$ cat config.mk
export PLATFORM = sky130hd
export DESIGN_NAME = demo_de0_sys_ram_copier
export DESIGN_NICKNAME = d
export VERILOG_FILES = /design/src/rtl/demo_de0_sys_ram_copier.sv
export SDC_FILE = /design/constraint.sdc
export NUM_CORES = 1
export LEC_CHECK = 0
export ABC_AREA = 1
export ABC_CLOCK_PERIOD_IN_PS = 5650
export CORE_UTILIZATION = 45
export CTS_CLUSTER_SIZE = 16
export DETAILED_ROUTE_END_ITERATION = 10
export PLACE_DENSITY = 0.77
export SETUP_SLACK_MARGIN = 0.05
export SYNTH_ARGS = -nofsm -noshare
export SYNTH_HDL_FRONTEND = slang
export SYNTH_SLANG_ARGS = --single-unit
$ cat constraint.sdc
create_clock -name clk -period 5.65 [get_ports clk]
set_input_delay 1.13 -clock clk [delete_from_list [all_inputs] [get_ports clk]]
set_output_delay 1.13 -clock clk [all_outputs]
set_load 0.1 [all_outputs]
$ cat src/rtl/demo_de0_sys_ram_copier.sv
// Avalon-MM block copier: reads LENGTH words from src and writes them to dst through a small FIFO.
// Optional checksum output is enabled by defining RAM_COPIER_CHECKSUM_EN.
module demo_de0_sys_ram_copier #(
  parameter int ADDR_W     = 11,
  parameter int DATA_W     = 32,
  parameter int LEN_W      = 12,
  parameter int FIFO_DEPTH = 4
) (
  input  logic                  clk,
  input  logic                  reset_n,
  input  logic                  start,
  input  logic [ADDR_W-1:0]     src_addr,
  input  logic [ADDR_W-1:0]     dst_addr,
  input  logic [LEN_W-1:0]      length,
  output logic                  busy,
  output logic                  done,
  output logic [ADDR_W-1:0]     m_address,
  output logic                  m_read,
  output logic                  m_write,
  output logic [DATA_W-1:0]     m_writedata,
  output logic [DATA_W/8-1:0]   m_byteenable,
  input  logic                  m_waitrequest,
  input  logic [DATA_W-1:0]     m_readdata,
  input  logic                  m_readdatavalid
`ifdef RAM_COPIER_CHECKSUM_EN
  ,
  output logic [31:0]           checksum
`endif
);

  localparam int PTR_W = (FIFO_DEPTH > 1) ? $clog2(FIFO_DEPTH) : 1;
  localparam int CNT_W = PTR_W + 1;
  localparam logic [CNT_W:0] DEPTH_C = (CNT_W+1)'(FIFO_DEPTH);
  localparam logic [CNT_W-1:0] CNT_ZERO = {CNT_W{1'b0}};

  typedef enum logic [1:0] {
    ST_IDLE = 2'd0,
    ST_RUN  = 2'd1,
    ST_DONE = 2'd2
  } state_t;

  state_t              state_r;
  logic [ADDR_W-1:0]   src_r;
  logic [ADDR_W-1:0]   dst_r;
  logic [LEN_W-1:0]    len_r;
  logic [LEN_W-1:0]    rd_cnt_r;
  logic [LEN_W-1:0]    wr_cnt_r;
  logic [CNT_W-1:0]    outst_r;
  logic [CNT_W-1:0]    fifo_cnt_r;
  logic [PTR_W-1:0]    wr_ptr_r;
  logic [PTR_W-1:0]    rd_ptr_r;
  logic [DATA_W-1:0]   fifo_mem_r [FIFO_DEPTH];

  logic                cmd_pending_s;
  logic                rd_acc_s;
  logic                wr_acc_s;
  logic                push_s;
  logic                pop_s;
  logic [CNT_W:0]      credit_s;
  logic                issue_wr_s;
  logic                issue_rd_s;
  logic                last_wr_s;

  assign cmd_pending_s = m_read | m_write;
  assign rd_acc_s      = m_read & ~m_waitrequest;
  assign wr_acc_s      = m_write & ~m_waitrequest;
  // Data arriving with nothing outstanding (e.g. left over from before a reset) is dropped.
  assign push_s        = m_readdatavalid & (outst_r != CNT_ZERO);
  assign pop_s         = wr_acc_s;
  assign credit_s      = {1'b0, fifo_cnt_r} + {1'b0, outst_r};
  assign issue_wr_s    = (state_r == ST_RUN) & ~cmd_pending_s & (fifo_cnt_r != CNT_ZERO);
  assign issue_rd_s    = (state_r == ST_RUN) & ~cmd_pending_s & (fifo_cnt_r == CNT_ZERO)
                       & (rd_cnt_r < len_r) & (credit_s < DEPTH_C);
  assign last_wr_s     = wr_acc_s & ((wr_cnt_r + LEN_W'(1)) == len_r);

  // Control FSM, bus command registers and copy counters.
  always_ff @(posedge clk or negedge reset_n) begin
    if (!reset_n) begin
      state_r      <= ST_IDLE;
      busy         <= 1'b0;
      done         <= 1'b0;
      m_address    <= {ADDR_W{1'b0}};
      m_read       <= 1'b0;
      m_write      <= 1'b0;
      m_writedata  <= {DATA_W{1'b0}};
      m_byteenable <= {(DATA_W/8){1'b0}};
      src_r        <= {ADDR_W{1'b0}};
      dst_r        <= {ADDR_W{1'b0}};
      len_r        <= {LEN_W{1'b0}};
      rd_cnt_r     <= {LEN_W{1'b0}};
      wr_cnt_r     <= {LEN_W{1'b0}};
    end else begin
      done <= 1'b0;
      case (state_r)
        ST_IDLE: begin
          busy <= 1'b0;
          if (start) begin
            src_r    <= src_addr;
            dst_r    <= dst_addr;
            len_r    <= length;
            rd_cnt_r <= {LEN_W{1'b0}};
            wr_cnt_r <= {LEN_W{1'b0}};
            if (length != {LEN_W{1'b0}}) begin
              state_r <= ST_RUN;
              busy    <= 1'b1;
            end else begin
              state_r <= ST_DONE;
            end
          end
        end
        ST_RUN: begin
          if (rd_acc_s) begin
            m_read   <= 1'b0;
            src_r    <= src_r + ADDR_W'(1);
            rd_cnt_r <= rd_cnt_r + LEN_W'(1);
          end
          if (wr_acc_s) begin
            m_write      <= 1'b0;
            m_byteenable <= {(DATA_W/8){1'b0}};
            dst_r        <= dst_r + ADDR_W'(1);
            wr_cnt_r     <= wr_cnt_r + LEN_W'(1);
          end
          if (last_wr_s) begin
            state_r <= ST_DONE;
          end
          // Writes drain the FIFO before any further read is launched.
          if (issue_wr_s) begin
            m_write      <= 1'b1;
            m_address    <= dst_r;
            m_writedata  <= fifo_mem_r[rd_ptr_r];
            m_byteenable <= {(DATA_W/8){1'b1}};
          end else if (issue_rd_s) begin
            m_read    <= 1'b1;
            m_address <= src_r;
          end
        end
        ST_DONE: begin
          busy    <= 1'b0;
          done    <= 1'b1;
          state_r <= ST_IDLE;
        end
        default: begin
          busy    <= 1'b0;
          state_r <= ST_IDLE;
        end
      endcase
    end
  end

  // Read-data FIFO and in-flight read accounting.
  always_ff @(posedge clk or negedge reset_n) begin
    if (!reset_n) begin
      wr_ptr_r   <= {PTR_W{1'b0}};
      rd_ptr_r   <= {PTR_W{1'b0}};
      fifo_cnt_r <= CNT_ZERO;
      outst_r    <= CNT_ZERO;
      for (int i = 0; i < FIFO_DEPTH; i++) begin
        fifo_mem_r[i] <= {DATA_W{1'b0}};
      end
    end else begin
      if (push_s) begin
        fifo_mem_r[wr_ptr_r] <= m_readdata;
        wr_ptr_r             <= wr_ptr_r + PTR_W'(1);
      end
      if (pop_s) begin
        rd_ptr_r <= rd_ptr_r + PTR_W'(1);
      end
      case ({push_s, pop_s})
        2'b10:   fifo_cnt_r <= fifo_cnt_r + CNT_W'(1);
        2'b01:   fifo_cnt_r <= fifo_cnt_r - CNT_W'(1);
        default: fifo_cnt_r <= fifo_cnt_r;
      endcase
      case ({rd_acc_s, push_s})
        2'b10:   outst_r <= outst_r + CNT_W'(1);
        2'b01:   outst_r <= outst_r - CNT_W'(1);
        default: outst_r <= outst_r;
      endcase
    end
  end

`ifdef RAM_COPIER_CHECKSUM_EN
  // Running sum of every word written during the current copy.
  always_ff @(posedge clk or negedge reset_n) begin
    if (!reset_n) begin
      checksum <= 32'd0;
    end else if ((state_r == ST_IDLE) && start) begin
      checksum <= 32'd0;
    end else if (wr_acc_s) begin
      checksum <= checksum + m_writedata[31:0];
    end
  end
`endif

endmodule

==> results of run 1 <==
synth_stat cells, types with 10 or more instances:
| cell | instances | area (µm²) |
|---|---|---|
| o22ai_1 | 38 | 238 |
| nor2_1 | 115 | 432 |
| nand4_1 | 10 | 62.6 |
| mux2_4 | 18 | 270 |
| a21oi_1 | 33 | 165 |
| dfrtp_1 | 245 | 6130 |
| mux2_2 | 15 | 169 |
| o21ai_0 | 252 | 1260 |
| ha_1 | 24 | 300 |
| clkbuf_1 | 32 | 120 |
| inv_1 | 121 | 454 |
| nand2_1 | 318 | 1190 |
| nand3_1 | 49 | 245 |
| buf_2 | 30 | 150 |
state kept, by name (all words and copies together) (netlist names), 2 cells and up:
register and cells:
m_writedata 32, src_r 11, m_address 11, len_r 12
fifo_cnt_r 3, outst_r 3, rd_ptr_r 2, fifo_mem_r 128
dst_r 11, wr_ptr_r 2, wr_cnt_r 12, rd_cnt_r 12
state_r 2
how the worst min path moves through the flow:
stage | slack, ns | cells past startpoint | from | end
finish | 0.46 | 1 | state_r[0]$_DFFE_PN0P_ | done$_DFF_PN0_
global route | 0.48 | 1 | state_r[0]$_DFFE_PN0P_ | done$_DFF_PN0_
CTS | 0.47 | 1 | state_r[0]$_DFFE_PN0P_ | done$_DFF_PN0_
detailed placement | 0.44 | 1 | state_r[0]$_DFFE_PN0P_ | done$_DFF_PN0_
global placement | 0.46 | 2 | fifo_mem_r[51]$_DFFE_PN0P_ | fifo_mem_r[51]$_DFFE_PN0P_
floorplan | 0.42 | 1 | state_r[0]$_DFFE_PN0P_ | done$_DFF_PN0_
per-stage QoR:
stage | area, µm² | instances
after floorplan | 11800 | 1374
after global routing | 14000 | 1812
after global placement | 13100 | 1763
after CTS | 14000 | 1812
final | 14000 | 1812
after detailed placement | 13100 | 1763
where the power goes:
group,total [mW],internal [mW],switching (mW)
clock,1.74,1.03,0.705
combinational,4.39,1.38,3.01
sequential,3.03,2.52,0.510
layout make-up:
cell class                 count  share of cell area [%]
clock buffer                  36                    5.41
timing repair buffer         131                    9.29
multi-input combinational    931                    34.4
sequential                   245                    43.7
clock inverter                13                   0.883
inverter                     126                    3.37
tap                          330                    2.94
cell usage in the layout, fill, tap and decap left out, types with 10 or more instances in the layout:
master	count
mux2_4	18
o21ai_0	252
nand4_1	10
dfrtp_1	244
mux2_2	15
clkbuf_16	27
inv_1	121
nand3_1	49
nand2_1	317
nor2_1	115
o22ai_1	38
clkdlybuf4s50_1	120
a21oi_1	33
ha_1	24
kinds of logic after synthesis:
group           synth area share [%]
xor+xnor                        1.31
mux                             3.73
compound gates                  15.2
simple gates                    17.8
flops                           52.1
buf+inv                         6.95
fa+ha+maj                       2.89
metal layers:
layer / GRT usage (%) / up-vias
met2: 35.8 / 343
li1: - / 4682
met5: 0 / -
met4: 5.51 / 0
met1: 28.8 / 4677
met3: 3.03 / 43
==> key figures, run 1 <==
Cells and area
  • Layout Utilization: 55.2%
  • Fill count: 2,248
  • Register Area: 0.00613 mm²
  • Inserted Diodes: 0
  • Multi-input gate area: 0.00483 mm²
  • Net count, final: 1,559
  • Layout cells sized above 1: 7.42%
  • Area growth syn-to-layout: 19.2%

Place
  • IO buf count: 121
  • Final HPWL DP: 17.9 mm
  • Setup WS pre-CTS: 2.25 ns
  • Final weighted congestion in routability-driven placement: 0.888

Clocking
  • CTS tree: yes
  • CTS sink count: 245
  • Max clock buf depth: 3
  • Clk_lat worst skew: 0.54 ns
  • PostCTS Resize Cnt: 0
  • Root Driver: clkbuf_16
  • Post CTS Setup Buffer Count: 0
  • CTS buffer count: 27
  • Htree depth: 1
  • Clock transition at path regs: 0.06 ns
  • # hold bufs at CTS: 0

Timing
  • Fin worst setup slack: 2.26 ns
  • Hold Vio Cnt, Final: 0
  • Max_slew headroom: 22.7%
  • RSZ-0062 raised after global routing: false
  • Min Tclk post-route: 3.39 ns
  • Max-slew violations: 0
  • Setup-failing EPs final: 0
  • Clock skew: 0.0150 ns
  • FMAX: 295 MHz
  • WHS: 0.461 ns
  • Final Cycle Share: 60.0%
  • Worst slew pin tran: 1.16 ns
  • Post-route setup TNS: 0 ns

Yosys
  • Sequential fraction of the synthesis area: 52.1%
  • Yosys cell types: 39
  • Synth Cell Area: 0.0118 mm²
  • Syn_area_per_cell: 8.57 µm²
  • YS warnings: 0
  • Flops & latches, synth: 245
  • Fraction of registers with async set/reset: 100%
  • Cells after Synth: 1,374
  • Post-Syn Nets: 1,471
  • Synth Flop Type: dfrtp_1
  • Post-synth EDFFs: 0

Pwr
  • Max rail drop VDD: 0.664 mV
  • Leakage: 6.65 nW
  • Power per cell area: 653 mW/mm²
  • Tot Pwr: 9.16 mW

Global route
  • Initial antenna violation count: 0
  • Total GRT Usage: 21.3%
  • Largest net degree at the start of global routing: 124
  • Vias in the first global route: 9,381
  • First-pass GRT wire length: 46.0 mm
  • Total global routing overflow: 0

Routing
  • Vias/cell: 5.38
  • Met2 Wirelength: 13.3 mm
  • Top layer in use: met4
  • Initial DRC count: 961
  • Metal3 WL: 1.80 mm
  • Via count: 9,745
  • DRC Markers: 0
  • Final ANT Viol Nets: 0
  • Detailed Routing Iterations Pass 1: 5
  • Met1 wire length: 12.4 mm
  • Routed wire length: 28.0 mm
  • Routed WL per cell: 15.5 µm

Critical path
  • R2R Path End: m_writedata[29]$_DFFE_PN0P_
  • Critical path endpoint category: output pin
  • Crit Path Class: reg -> out
  • R2R Setup Slk: 2.71 ns
  • Required time of the critical path: 4.52 ns
  • FF-to-FF Start: state_r[0]$_DFFE_PN0P_
  • Arrival time worst endpoint: 2.26 ns
  • CP cell instances: clkdlybuf4s50_1
  • Critical Path Start Type: flip-flop
  • Worst setup startpoint: m_byteenable[2]$_DFFE_PN0P_
  • Family with the most delay on the worst path: buffers and inverters
  • Reg2reg path depth: 7
  • Crit path max fanout: 9
  • Largest stage delay, worst path: 1.20 ns
  • CP Buf/Inv Count: 1
  • Crit-path slowest cell: clkdlybuf4s50_1
  • Worst path depth: 1
  • Critical Path End: m_byteenable[1]

Floorplanning
  • Die H: 164 µm
  • Ports: 122
  • Rows: 58
  • Die ar.: 0.0268 mm²
  • Die Wd: 164 µm
  • Initial core utilization: 46.3%
  • Total core area: 0.0254 mm²

Status
  • Status: finished, final reports clean

Worst hold path
  • Hold Path Class: reg -> reg

Run
  • MaxCap Viol Count: 0
Power figures use the tool's default switching activity.
==> run 2: changes to the inputs <==
--- a/config.mk
+++ b/config.mk
@@ -6,7 +6,7 @@
 export NUM_CORES = 1
 export LEC_CHECK = 0
 export ABC_AREA = 1
-export ABC_CLOCK_PERIOD_IN_PS = 5650
+export ABC_CLOCK_PERIOD_IN_PS = 3300
 export CORE_UTILIZATION = 45
 export CTS_CLUSTER_SIZE = 16
 export DETAILED_ROUTE_END_ITERATION = 10
==> constraint.sdc (replaced) <==
create_clock -name clk -period 3.3 [get_ports clk]
set_input_delay 0.66 -clock clk [delete_from_list [all_inputs] [get_ports clk]]
set_output_delay 0.66 -clock clk [all_outputs]
set_load 0.1 [all_outputs]
==> run 2 against run 1 <==
Net effect:
- sequential power increased by 71%
- register-to-register slack lost 1.8 ns
- largest power group unchanged
- worst setup slack got worse by 1.3 ns
- die area stayed put
- flip-flop and latch count is the same
- routed wire length shrank 0.17%
- critical path type is now reg -> reg
- clock skew shrank 0.0018 ns
- clock power up 74%
- non-clock buffer count is 11 higher
- worst hold slack got worse by 0.29 ns
==> key figures, run 2 (synthesis gave the netlist of run 1 again) <==
Status
  • Status: finished, final reports clean

Clocking
  • Htree depth: 1 (unchanged)
  • CTS sink count: 245 (unchanged)
  • Clk_lat worst skew: 0.53 ns (about the same)
  • CTS buffer count: 27 (unchanged)
  • CTS tree: yes
  • # hold bufs at CTS: 0 (unchanged)
  • Max clock buf depth: 3 (unchanged)
  • PostCTS Resize Cnt: 0 (unchanged)
  • Clock transition at path regs: 0.06 ns (about the same)
  • Post CTS Setup Buffer Count: 0 (unchanged)
  • Root Driver: clkbuf_16

Timing
  • Worst slew pin tran: 0.790 ns (-0.365 ns)
  • FMAX: 424 MHz
  • Fin worst setup slack: 0.940 ns (-1.32 ns)
  • Post-route setup TNS: 0 ns (unchanged)
  • Clock skew: 0.0132 ns (-0.00181 ns)
  • Min Tclk post-route: 2.36 ns
  • Final Cycle Share: 71.5%
  • Max-slew violations: 0 (unchanged)
  • RSZ-0062 raised after global routing: false
  • Setup-failing EPs final: 0 (unchanged)
  • Hold Vio Cnt, Final: 0 (unchanged)
  • Max_slew headroom: 47.3% (+25 points)
  • WHS: 0.174 ns (-0.286 ns)

Place
  • Final HPWL DP: 18.0 mm (+0.41%)
  • Setup WS pre-CTS: 0.630 ns (-1.62 ns)
  • DP Area: 0.0131 mm² (-0.25%)
  • IO buf count: 121 (unchanged)
  • Final weighted congestion in routability-driven placement: 0.837 (-5.8%)
  • Post-Place Cells: 1,774 (+0.62%)

Critical path
  • Critical Path Start Type: flip-flop
  • CP cell instances: inv_2 -> nor2_4 -> inv_2 -> nor2_2 -> nor2_2 -> inv_2 -> nand2_1 -> nand2_1 -> nand2_1 -> inv_1
  • Crit path max fanout: 35 (+26)
  • Reg2reg path depth: 10 (+3)
  • Crit Path Class: reg -> reg
  • Crit-path slowest cell: nor2_2
  • Critical path endpoint category: flip-flop
  • Arrival time worst endpoint: 2.78 ns (+0.52 ns)
  • Largest stage delay, worst path: 0.49 ns (-0.71 ns)
  • Required time of the critical path: 3.71 ns (-0.81 ns)

Cells and area
  • Most frequent cells in the layout: nand2_1 (317), o21ai_0 (252), dfrtp_1 (244)
  • Layout Utilization: 55.2% (-0.084 points)
  • Design Area, Final: 0.0140 mm² (-0.15%)
  • Area growth syn-to-layout: 19.0%
  • Register Area: 0.00613 mm² (unchanged)
  • Layout cells sized above 1: 11.5% (+4.0 points)
  • Most flops, register: fifo_mem_r
  • Most common cell after layout, fill and taps aside: nand2_1
  • Fill count: 2,253 (+0.22%)
  • Multi-input gate area: 0.00483 mm² (unchanged)
  • Net count, final: 1,570 (+0.71%)
  • Inserted Diodes: 0 (unchanged)
  • Max FFs per register: 128 (unchanged)
  • Largest regs: fifo_mem_r x128, m_writedata x32
  • Post-route insts no fill: 1,821 (+0.50%)

Pwr
  • Leakage: 6.79 nW (+2.0%)
  • Power per cell area: 1120 mW/mm² (+71%)
  • Tot Pwr: 15.6 mW (+71%)
  • Max rail drop VDD: 0.968 mV (+46%)

Floorplanning
  • Total core area: 0.0254 mm² (unchanged)
  • Die ar.: 0.0268 mm² (unchanged)
  • Die H: 164 µm (unchanged)
  • Rows: 58 (unchanged)
  • Initial core utilization: 46.3% (unchanged)
  • Ports: 122 (unchanged)
  • Die Wd: 164 µm (unchanged)

Run
  • MaxCap Viol Count: 0 (unchanged)

Routing
  • Via count: 9,760 (+0.15%)
  • Routed wire length: 28.0 mm (-0.17%)
  • Vias/cell: 5.36 (-0.34%)
  • Detailed Routing Iterations Pass 1: 5 (unchanged)
  • Routed WL per cell: 15.4 µm (-0.66%)
  • Initial DRC count: 827 (-14%)
  • DRC Markers: 0 (unchanged)
  • Final ANT Viol Nets: 0 (unchanged)

Global route
  • Initial antenna violation count: 1 (+1)
  • Vias in the first global route: 9,495 (+1.2%)
  • First-pass GRT wire length: 46.7 mm (+1.5%)
  • Total GRT Usage: 21.5% (+0.25 points)
  • Total global routing overflow: 0 (unchanged)
  • Largest net degree at the start of global routing: 100 (-19%)

Worst hold path
  • Hold Path Class: in -> async
## run 2: changes by cell type in the layout (fill, tap and decap cells not counted)
cell | previous run | this run
clkbuf_1 | 4 | 3
buf_12 | 1 | 2
clkinv_4 | 0 | 1
buf_4 | 9 | 70
clkdlybuf4s50_1 | 120 | 69
clkinvlp_4 | 2 | 0
inv_6 | 1 | 0
bufinv_16 | 2 | 3
## run 2: final cells by class
type	count	share of cell area, %
Sequential cell	245	43.8
Multi-Input combinational cell	931	34.4
Timing Repair Buffer	142	9.07
Clock buffer	35	5.39
Inverter	126	3.38
Tap cell	330	2.95
Clock inverter	12	0.991
## run 2: worst max-delay path, delay by kind of cell, from the launching register on
kind                   cells  cell delay [ns]
and+or+nand+nor            6             0.95
buffers and inverters      4             0.89
DFF                        1             0.39
## run 2: metal layers
layer	vias to the layer above	global-route usage [%]	share of wire [%]
li1	4714	-	-
met1	4657	28.6	44
met2	336	36.5	47
met3	51	3.56	6.7
met4	2	5.60	2.0
met5	-	0	0.046
## run 2: path summary, 6_finish.rpt
| kind | start | to | slack, ns |
|---|---|---|---|
| max | state_r[0]$_DFFE_PN0P_ | dst_r[8]$_DFFE_PN0P_ | 0.94 |
| min | reset_n | fifo_mem_r[9]$_DFFE_PN0P_ | 0.17 |
| max reg2reg | state_r[0]$_DFFE_PN0P_ | dst_r[8]$_DFFE_PN0P_ | 0.94 |
| min reg2reg | state_r[0]$_DFFE_PN0P_ | done$_DFF_PN0_ | 0.47 |
| max in group asynchronous | reset_n | fifo_mem_r[3]$_DFFE_PN0P_ | 2.30 |
| min in group clk | state_r[0]$_DFFE_PN0P_ | done$_DFF_PN0_ | 0.47 |
## run 2: report_power, final
part           leakage (nW)  internal (mW)  switching [mW]
logic                  3.25           2.28            5.16
registers              3.08           4.32           0.851
clock network         0.450           1.84            1.19
==> patch (config.mk and constraints of run 2) <==
Re-encode `state_t` (3 states) as one-hot, 3 bits wide.
--- a/src/rtl/demo_de0_sys_ram_copier.sv
+++ b/src/rtl/demo_de0_sys_ram_copier.sv
@@ -34,8 +34,8 @@
   localparam logic [CNT_W-1:0] CNT_ZERO = {CNT_W{1'b0}};
 
-  typedef enum logic [1:0] {
-    ST_IDLE = 2'd0,
-    ST_RUN  = 2'd1,
-    ST_DONE = 2'd2
+  typedef enum logic [2:0] {
+    ST_IDLE = 3'b001,
+    ST_RUN  = 3'b010,
+    ST_DONE = 3'b100
   } state_t;
 
Behaviour: no difference found for any inputs over 4 cycles, from zero or initial values and one cycle with reset_n low; so few cycles prove little.
==> patch against run 2 <==
- cell area up 1.7%
- area after synthesis is 0.96% higher
- clock skew rose by 0.0086 ns
- sequential cell count increased by 1
- die area is 0.94% higher
- global-route usage grew 0.52 points
- total power increased by 1.7%
- setup slack worse by 0.015 ns
- routed wire length rose by 3.1%
- largest power group unchanged
- highest routed layer is now met4
==> patch: results (changes against run 2) <==
Place
  – Post-placement cell count: 1,853 (+4.5%)
  – Place WS: 0.709 ns (+0.0797 ns)
  – RePlAce Congestion: 0.908 (+8.5%)

Synth
  – Top post-synthesis cells by count: nand2_1, dfrtp_1, o21ai_0
  – Distinct cells, synth: 44 (+13%)
  – Xor/xnor share of the synthesized area: 1.25% (-0.054 points)
  – Syn_nets: 1,550 (+5.4%)

Detailed routing
  – First-pass iteration count of the detailed router: 8 (+3)
  – Via count: 10,200 (+4.1%)
  – Post-DR vias/cell: 5.34 (-0.37%)

Worst setup path
  – Crit path capture: m_address[10]
  – WP data arrival: 2.86 ns (+0.08 ns)
  – Reg2reg start: state_r[2]
  – Critical path peak fanout: 33 (-5.7%)
  – Flop2flop setup slack: 0.92 ns (-0.02 ns)

Timing
  – Fmax: 421 MHz (-0.64%)
  – Clk_skew: 0.0218 ns (+0.00863 ns)

Cells and area
  – Fraction of layout cells with a size suffix above 1: 10.1% (-1.3 points)
  – Final instance area: 14,200 um^2 (+1.7%)

Power and ir drop
  – Leak pwr: 0.00671 uW (-1.0%)
  – PD cells: 1120 nW/um^2 (about the same)
  – Peak supply drop: 0.00112 V (+16%)

Global routing
  – First-pass GRT wire length: 48,000 um (+2.7%)
  – Pin count of the biggest net entering global routing: 89 (-11%)

Outcome
  – Status: finished, final reports clean
==> patch: cell count changes after synthesis, moves of 5 or more <==
cell,before,now
a21oi_1,33,28
a31oi_1,3,32
buf_2,30,40
clkbuf_1,32,23
inv_1,121,112
inv_2,4,11
mux2_2,15,0
mux2_4,18,0
nand2_1,318,309
nand3_1,49,58
nor2_1,115,206
o21ai_0,252,241
o21ai_1,0,17
o22ai_1,38,16
==> patch: worst max-delay path, stage by stage, from the launching register on <==
cell,delay (ns)
dfrtp_1,0.39
inv_1,0.11
nand3b_4,0.34
nor3_2,0.24
inv_2,0.07
nor2_4,0.33
inv_2,0.25
nand2_1,0.36
nand2_1,0.11
nand2_1,0.08
==> patch: area by class of cell <==
cell class                 count  area share (%)
clock buffer                  34            5.14
clock inverter                16            2.13
inverter                     124            3.27
multi-input combinational   1008            34.5
sequential                   246            43.2
tap                          335            2.94
timing repair buffer         140            8.82
==> patch: worst min path at each step <==
stage / start / slack [ns] / end / depth (start not counted)
after floorplan: reset_n / 0.36 / busy / 0
after global placement: fifo_mem_r[16] / 0.46 / fifo_mem_r[16] / 2
after detailed placement: fifo_mem_r[1] / 0.47 / fifo_mem_r[1] / 2
after CTS: reset_n / 0.16 / wr_cnt_r[7] / 1
after global routing: reset_n / 0.17 / wr_cnt_r[7] / 1
final: reset_n / 0.11 / wr_cnt_r[9] / 1
==> patch: metal layers <==
layer | vias up | GRT usage [%] | wire, um | part of all wire (%)
li1 | 4920 | - | - | -
met5 | - | 0 | 0 | 0
met4 | 0 | 5.67 | 526 | 1.8
met2 | 388 | 35.9 | 13300 | 46
met1 | 4817 | 31.3 | 13000 | 45
met3 | 37 | 2.46 | 1980 | 6.8
